## config.mk

```make
export PLATFORM = sky130hd
export DESIGN_NAME = spi_cmd_sequencer
export DESIGN_NICKNAME = d
export VERILOG_FILES = /design/src/rtl/spi_cmd_sequencer.sv
export SDC_FILE = /design/constraint.sdc
export NUM_CORES = 1
export LEC_CHECK = 0
export ABC_AREA = 1
export BUFFER_PORTS_ARGS = -buffer_cell sky130_fd_sc_hd__buf_2
export CORE_MARGIN = 5
export CORE_UTILIZATION = 45
export CTS_BUF_LIST = sky130_fd_sc_hd__clkbuf_16
export CTS_CLUSTER_DIAMETER = 120
export DETAILED_ROUTE_END_ITERATION = 10
export PLACE_DENSITY = 0.74
export SLEW_MARGIN = 20
export SYNTH_ARGS = -nofsm -noshare
export SYNTH_HDL_FRONTEND = slang
export SYNTH_SLANG_ARGS = --single-unit
```

## constraint.sdc

```tcl
create_clock -name i_clk -period 1.45 [get_ports i_clk]
set_clock_uncertainty 0.15 [all_clocks]
set_input_delay 0.29 -clock i_clk [delete_from_list [all_inputs] [get_ports i_clk]]
set_output_delay 0.29 -clock i_clk [all_outputs]
set_load 0.02 [all_outputs]
```

## src/rtl/spi_cmd_sequencer.sv

```systemverilog
// spi_cmd_sequencer: turns a register read/write command into a two-byte
// SPI frame (address/rw byte, then data byte) for a byte-level SPI master,
// and returns the byte received during the data phase as a one-cycle response.
// Optional abort-on-stall watchdog: define SPI_CMD_SEQ_TIMEOUT_EN.
`timescale 1ns/1ps

module spi_cmd_sequencer #(
  parameter int unsigned TIMEOUT_CLKS = 255
) (
  input  logic       i_clk,
  input  logic       i_rst,
  // command side
  input  logic       i_cmd_valid,
  output logic       o_cmd_ready,
  input  logic       i_cmd_rw,
  input  logic [6:0] i_cmd_addr,
  input  logic [7:0] i_cmd_wdata,
  // response side
  output logic       o_rsp_valid,
  output logic [7:0] o_rsp_rdata,
  output logic       o_rsp_err,
  // SPI master byte interface
  output logic [1:0] o_TX_count,
  output logic [7:0] o_TX_byte,
  output logic       o_TX_DV,
  input  logic       i_TX_Ready,
  input  logic       i_RX_DV,
  input  logic [7:0] i_RX_byte
);

  typedef enum logic [2:0] {
    IDLE    = 3'd0,
    SEND_B0 = 3'd1,
    SEND_B1 = 3'd2,
    WAIT_RX = 3'd3,
    RESP    = 3'd4
  } state_e;

  state_e     state_q;
  logic [7:0] byte0_q;
  logic [7:0] byte1_q;
  logic [7:0] tx_byte_q;
  logic       tx_dv_q;
  logic [7:0] rsp_rdata_q;
  logic       rsp_valid_q;
  logic [1:0] rx_cnt_q;

  logic in_frame;
  logic tx_fire;
  logic rx_count;
  logic rx_last;
  logic tmo_hit;

  // The frame states are the only place where the SPI master's strobes matter
  assign in_frame = (state_q == SEND_B0) || (state_q == SEND_B1) || (state_q == WAIT_RX);
  // A new byte goes out only when the master is ready and we did not just strobe
  assign tx_fire  = ((state_q == SEND_B0) || (state_q == SEND_B1)) && i_TX_Ready && !tx_dv_q;
  assign rx_count = in_frame && i_RX_DV;
  // Second received byte of the frame carries the register read data
  assign rx_last  = rx_count && (rx_cnt_q == 2'd1) &&
                    ((state_q == SEND_B1) || (state_q == WAIT_RX));

  // A zero timeout would abort every frame on its first idle cycle
  if (TIMEOUT_CLKS == 0) begin : g_bad_timeout
    $error("spi_cmd_sequencer: TIMEOUT_CLKS must be nonzero");
  end

`ifdef SPI_CMD_SEQ_TIMEOUT_EN
  localparam int unsigned TMO_W = (TIMEOUT_CLKS < 2) ? 1 : $clog2(TIMEOUT_CLKS + 1);

  logic [TMO_W-1:0] tmo_q;
  logic             rsp_err_q;

  // Fires only on a cycle with no progress once the idle budget is used up
  assign tmo_hit = in_frame && !tx_fire && !rx_count && (tmo_q >= TMO_W'(TIMEOUT_CLKS));

  // Idle-cycle counter: held at zero outside a frame, cleared by any progress
  always_ff @(posedge i_clk) begin
    if (i_rst) begin
      tmo_q <= '0;
    end else if (!in_frame || tx_fire || rx_count) begin
      tmo_q <= '0;
    end else if (!tmo_hit) begin
      tmo_q <= tmo_q + TMO_W'(1);
    end
  end

  // Error flag is updated together with every response and held in between
  always_ff @(posedge i_clk) begin
    if (i_rst) begin
      rsp_err_q <= 1'b0;
    end else if (rx_last) begin
      rsp_err_q <= 1'b0;
    end else if (tmo_hit) begin
      rsp_err_q <= 1'b1;
    end
  end

  assign o_rsp_err = rsp_err_q;
`else
  assign tmo_hit   = 1'b0;
  assign o_rsp_err = 1'b0;
`endif

  // Command sequencer: accept, send two bytes, collect the data byte, respond
  always_ff @(posedge i_clk) begin
    if (i_rst) begin
      state_q     <= IDLE;
      byte0_q     <= 8'h00;
      byte1_q     <= 8'h00;
      tx_byte_q   <= 8'h00;
      tx_dv_q     <= 1'b0;
      rsp_rdata_q <= 8'h00;
      rsp_valid_q <= 1'b0;
      rx_cnt_q    <= 2'd0;
    end else begin
      tx_dv_q     <= 1'b0;
      rsp_valid_q <= 1'b0;
      if (rx_count) begin
        rx_cnt_q <= rx_cnt_q + 2'd1;
      end

      case (state_q)
        IDLE: begin
          if (i_cmd_valid) begin
            byte0_q  <= {i_cmd_rw, i_cmd_addr};
            byte1_q  <= i_cmd_rw ? 8'h00 : i_cmd_wdata;
            rx_cnt_q <= 2'd0;
            state_q  <= SEND_B0;
          end
        end

        SEND_B0, SEND_B1, WAIT_RX: begin
          if (rx_last) begin
            rsp_rdata_q <= i_RX_byte;
            rsp_valid_q <= 1'b1;
            state_q     <= RESP;
          end else if (tmo_hit) begin
            rsp_rdata_q <= 8'h00;
            rsp_valid_q <= 1'b1;
            state_q     <= RESP;
          end else if (tx_fire) begin
            tx_dv_q   <= 1'b1;
            tx_byte_q <= (state_q == SEND_B0) ? byte0_q : byte1_q;
            state_q   <= (state_q == SEND_B0) ? SEND_B1 : WAIT_RX;
          end
        end

        RESP: begin
          state_q <= IDLE;
        end

        default: begin
          state_q <= IDLE;
        end
      endcase
    end
  end

  assign o_cmd_ready = (state_q == IDLE);
  assign o_rsp_valid = rsp_valid_q;
  assign o_rsp_rdata = rsp_rdata_q;
  assign o_TX_count  = 2'd2;
  assign o_TX_byte   = tx_byte_q;
  assign o_TX_DV     = tx_dv_q;

endmodule

```

# ---- Yosys cells after proc, flatten, opt, wreduce, memory -nomap -nowiden
# Cells that the tools add are included.
dict set report word_totals {
  register_bits 39
  input_bits 29
  elab_cells 46
}
dict set report op_classes {
  n_addsub 1
  n_eq_ne 6
  mux 12
  bitwise_logic 2
  reduce_logical 17
}
# operator count
set op_table {}
lappend op_table {{$mux 8} 2}
lappend op_table {{$mux 3} 3}
lappend op_table {{$eq 3x2->1 const B} 2}
lappend op_table {{$mux 2} 3}
lappend op_table {{$pmux 3 s2} 1}
lappend op_table {{$reduce_and 2->1} 3}
lappend op_table {{$reduce_or 3->1} 2}
lappend op_table {{$logic_and 1x1->1} 5}
lappend op_table {{$eq 3x1->1 const B} 1}
lappend op_table {{$logic_not 3->1} 1}
lappend op_table {{$logic_or 1x1->1} 3}
lappend op_table {{$mux 1} 3}
lappend op_table {{$ne 3x3->1 const B} 1}
lappend op_table {{$reduce_and 3->1} 1}
lappend op_table {{$add 2x1->2 const B} 1}
lappend op_table {{$eq 2x1->1 const B} 1}
lappend op_table {{$ne 2x2->1 const B} 1}
lappend op_table {{$not 1->1} 2}
lappend op_table {{$reduce_or 2->1} 1}
lappend op_table {{$logic_not 1->1} 1}

# ---- Longest topological paths before layout
dict set report depth {
  depth_word 8
  depth_mapped 9
  mapped_depth_nobuf 9
}

# ---- Least setup slack after synthesis
# OpenSTA, ideal clock, no wires.
dict set report synth_timing {
  kind {register to register}
  from {register rx_cnt_q[1]}
  to {register tx_byte_q[0], in the netlist o_TX_byte[0]}
  arrival_time_ns 1.165
  required_time_ns 1.188
  setup_slack_ns 0.023
  stages_incl_launch_ff 10
  n_path_buf 1
  synth_period_minus_slack_ns 1.427
  path_cell_list {dfxtp_1 inv_1 ha_1 nand2_1 nor2_8 inv_4 nand3_4 buf_12 nor2_2 nor2_1}
}
dict set report synth_between {
  elab_chain_cells 5
}
# item line_no
set synth_lines {}
lappend synth_lines {{start: declaration} 46} ;# logic [1:0] rx_cnt_q;
lappend synth_lines {{start signal: assignment} 120} ;# rx_cnt_q <= rx_cnt_q + 2'd1;
lappend synth_lines {{$eq 2x1->1} 60} ;# assign rx_last = rx_count && (rx_cnt_q == 2'd1) &&
lappend synth_lines {{$logic_and 1x1->1 (2 in a row)} 60}
lappend synth_lines {{$not 1->1 (no source line)} n/a}
lappend synth_lines {{$reduce_and 3->1 (no source line)} n/a}
lappend synth_lines {{end signal: assignment} 144} ;# tx_byte_q <= (state_q == SEND_B0) ? byte0_q : byte1_q;
lappend synth_lines {{end: declaration} 42} ;# logic [7:0] tx_byte_q;
# No other way between the ends.
# A chain may end at the register's enable or synchronous reset.

# ---- Final worst setup path
dict set report layout_timing {
  from {register state_q[1]}
  to {output o_cmd_ready}
}
dict set report layout_between {
  elab_chain_cells 1
}
# item line_no
set layout_lines {}
lappend layout_lines {{start: declaration} 39} ;# state_e state_q;
lappend layout_lines {{start signal: assignment} 145} ;# state_q <= (state_q == SEND_B0) ? SEND_B1 : WAIT_RX;
lappend layout_lines {{$logic_not 3->1} 160} ;# assign o_cmd_ready = (state_q == IDLE);
lappend layout_lines {{end: declaration} 14} ;# output logic o_cmd_ready,
# No other way between the ends.

==> impl_metrics.csv <==
group,metric,value,unit
clocking,path_clk_slew,0.06,ns
sta,fin_crit_sh,0.991,
grt,grt_overflow,0,
clocking,tritoncts_num_sinks,39,
setup_path,crit_end_element,"primary output",
power_and_ir_drop,cellPowerDensity,1680,nW/um^2
grt,grt_util_all_layers,0.152,
power_and_ir_drop,ir_worst_vdd,0.864,mV
floorplan,die-width,71.6,um
clocking,cts.path.max_buffers,2,
layout,layout.cells.most_common_list,"sky130_fd_sc_hd__buf_2, sky130_fd_sc_hd__nand2_1, sky130_fd_sc_hd__dfxtp_1",
floorplan,initial_core_util,0.466,
logic_synthesis,post_synth_instance_area,1710,sq um
power_and_ir_drop,netSwitchingPower,1.35,mW
detailed_routing,routed_via_density,4.65,
grt,grt_first_pass_wirelength,6170,um
layout,drive_above_1_share,0.333,
place,post_dp_cell_area,2000,sq um
logic_synthesis,synth.distinct_cells,25,
logic_synthesis,ys_ff_latch,39,
layout,final_std_cell_area_no_fill,2230,sq um
layout,layout-area-overhead-vs-synth,30.9,%
grt,antenna_violations_before_repair,0,
detailed_routing,detail_route.wirelength,3820,um
setup_path,worst_path_required_time,1.01,ns
power_and_ir_drop,power.internal,2.39,mW
grt,largest_net_degree_at_the_start_of_global_routing,27,
layout,stdcell_count,333,
setup_path,criticalPathCategory,"flip-flop to primary output",
logic_synthesis,syn_inst,229,
clocking,cts_tree,"yes",
setup_path,startpoint_type,"flip-flop",
detailed_routing,dr.first_iter.drc_count,107,
place,post-place-cells,321,
clocking,clock_insertion_delay_worst_skew,0.27,ns
setup_path,critical_path_destination,"o_cmd_ready",
setup_path,reg2reg_slack,0.07,ns
logic_synthesis,synth_area_per_cell,7.45,sq um
logic_synthesis,yosysTopAreaCellShare,0.457,
setup_path,timing.rr.end,"state_q[0]",
detailed_routing,first_pass_iters,4,
logic_synthesis,ys_seq_area_frac,0.457,
outcome,outcome,"finished clean",
power_and_ir_drop,power.leakage,1.11,nW
hold_path,worstHoldPathType,"input pin to flip-flop",
power_and_ir_drop,combinationalPowerShare,0.362,
setup_path,timing.critical_path.arrival,1.00,ns
floorplan,core.rowCount,22,
detailed_routing,vias,1549,
power_and_ir_drop,power.switching_fraction,0.361,
floorplan,die_height,71.6,um
floorplan,io-pin-count,51,
layout,final_common_cell,"sky130_fd_sc_hd__buf_2",
place,io_buffers,47,
logic_synthesis,synth_top_cell_by_area,"sky130_fd_sc_hd__dfxtp_1",
setup_path,rr_worst_depth,8,
logic_synthesis,main_area_contributors_after_synthesis,"sky130_fd_sc_hd__dfxtp_1, sky130_fd_sc_hd__nand2_1, sky130_fd_sc_hd__nor2_1, sky130_fd_sc_hd__o21ai_0, sky130_fd_sc_hd__inv_1",
sta,final-max-slew-violation-count,0,
place,place.detailed.hpwl,2510,um
sta,postLayoutSetupSlackWorst,0.0127,ns
clocking,root_buffer,"sky130_fd_sc_hd__clkbuf_16",
power_and_ir_drop,clockPowerShare,0.275,
detailed_routing,drc,0,
setup_path,r2r-start,"rx_cnt_q[1]",
clocking,cts_buffers,5,
job,maxcap_viol_count,0,
sta,period_minus_slack,1.44,ns
sta,final-setup-viol-count,0,
layout,final_nets,314,
clocking,clock_tree.htree_level_count,2,
detailed_routing,drt-wirelength-per-cell,11.5,um
setup_path,worstSetupStartpoint,"state_q[1]",
sta,setup_repair_after_global_routing_missed_its_margin,"true",
power_and_ir_drop,seq_power_share,0.363,
layout,antennaDiodeCount,0,
sta,maximum_achievable_frequency,0.696,GHz
floorplan,design.die.area,5120,sq um
setup_path,cp_max_fo,5,
floorplan,coreArea,3660,sq um
place,place_worst_setup_slack,-0.0402,ns
detailed_routing,postRouteAntennaNets,0,
grt,via_count_of_the_first_global_routing_pass,1421,
sta,hold_viol,0,
logic_synthesis,yosys_warnings,0,
place,routabilityCongestion,0.808,
Yosys cell counts:
library cell / n
sky130_fd_sc_hd__nand2_1: 45
sky130_fd_sc_hd__dfxtp_1: 39
sky130_fd_sc_hd__nor2_1: 33
sky130_fd_sc_hd__inv_1: 27
sky130_fd_sc_hd__o21ai_0: 22
sky130_fd_sc_hd__a21oi_1: 18
sky130_fd_sc_hd__nand3_1: 8
sky130_fd_sc_hd__nor2_2: 8
sky130_fd_sc_hd__buf_4: 3
sky130_fd_sc_hd__clkbuf_1: 3
sky130_fd_sc_hd__o21ai_1: 3
sky130_fd_sc_hd__buf_2: 2
sky130_fd_sc_hd__buf_6: 2
sky130_fd_sc_hd__conb_1: 2
sky130_fd_sc_hd__inv_4: 2
sky130_fd_sc_hd__nand2_2: 2
sky130_fd_sc_hd__nor2_4: 2
sky130_fd_sc_hd__a211oi_2: 1
sky130_fd_sc_hd__buf_12: 1
sky130_fd_sc_hd__ha_1: 1
sky130_fd_sc_hd__inv_2: 1
sky130_fd_sc_hd__nand3_2: 1
sky130_fd_sc_hd__nand3_4: 1
sky130_fd_sc_hd__nor2_8: 1
sky130_fd_sc_hd__xor2_1: 1
flip-flops by register name, indices dropped and copies added, names as in the netlist:
register / count
byte0_q: 8
byte1_q: 8
o_TX_byte: 8
o_rsp_rdata: 8
state_q: 3
rx_cnt_q: 2
o_TX_DV: 1
o_rsp_valid: 1
power by group through the flow:
stage | clock, mW | combinational (mW) | sequential (mW)
2_1_floorplan | 0 | 0.846 | 1.45
3_3_place_gp | 0 | 1.18 | 1.36
3_5_place_dp | 0 | 1.19 | 1.37
4_1_cts | 1.04 | 1.28 | 1.35
5_1_grt | 1.10 | 1.50 | 1.38
6_report | 1.03 | 1.35 | 1.36
routing by layer:
metal,share of wire,vias to the layer above,GRT usage
met2,0.48,51,0.250
met1,0.45,678,0.189
met4,0.0065,0,0.0501
met5,0,-,0
met3,0.061,4,0.0477
li1,-,816,-
area by class of cell:
cell class	instances	area [sq um]
multi-input combinational	153	793
inverter	30	123
timing repair buffer	55	330
tap	48	60.1
sequential	39	786
clock inverter	3	16.3
fill	322	1430
clock buffer	5	125
repair_timing:
item,in CTS,in global routing
hold buffers,0,0
gates resized for setup,9,12
pin swaps,0,3
setup buffers,0,1
gates cloned,1,2
endpoints found under the setup margin,11,21
cells by family (layout without fill, tap and decap cells):
kind of cell	Yosys count	in the layout	synth area share
AO/OA/AOI/OAI	44	44	0.133
XOR/XNOR	1	1	0.00513
adder cells (fa/ha/maj)	1	1	0.00733
buffers and inverters	41	93	0.119
flip-flops	39	39	0.457
other	2	3	0.00440
AND/OR/NAND/NOR	101	104	0.273
worst max-delay path, cell delays in order (launching register included):
cell	delay [ns]
sky130_fd_sc_hd__dfxtp_4	0.36
sky130_fd_sc_hd__nor2_4	0.12
sky130_fd_sc_hd__nand2_4	0.07
sky130_fd_sc_hd__inv_2	0.06
sky130_fd_sc_hd__buf_6	0.11
worst min-delay path by stage:
| stage | startpoint | end | slack, ns | depth (start not counted) |
|---|---|---|---|---|
| after floorplan | i_rst | byte1_q[5] | 0.21 | 1 |
| after global placement | byte0_q[4] | byte0_q[4] | 0.28 | 2 |
| after detailed placement | byte0_q[0] | byte0_q[0] | 0.29 | 2 |
| after CTS | i_RX_byte[4] | o_rsp_rdata[4] | 0.08 | 3 |
| after global routing | i_RX_byte[5] | o_rsp_rdata[5] | 0.1 | 3 |
| final | i_RX_byte[4] | o_rsp_rdata[4] | 0.08 | 3 |
per-stage QoR:
| stage | TNS (ns) | util | hold WS, ns | power, mW |
|---|---|---|---|---|
| floorplan | 0 | - | 0.209 | 2.29 |
| global placement | 0 | 0.545 | 0.281 | 2.54 |
| detailed placement | -0.304 | 0.545 | 0.286 | 2.56 |
| CTS | 0 | 0.593 | 0.0842 | 3.68 |
| global route | -0.114 | 0.610 | 0.0967 | 3.99 |
| finish | 0 | 0.610 | 0.0849 | 3.74 |
Power figures use the tool's default switching activity.
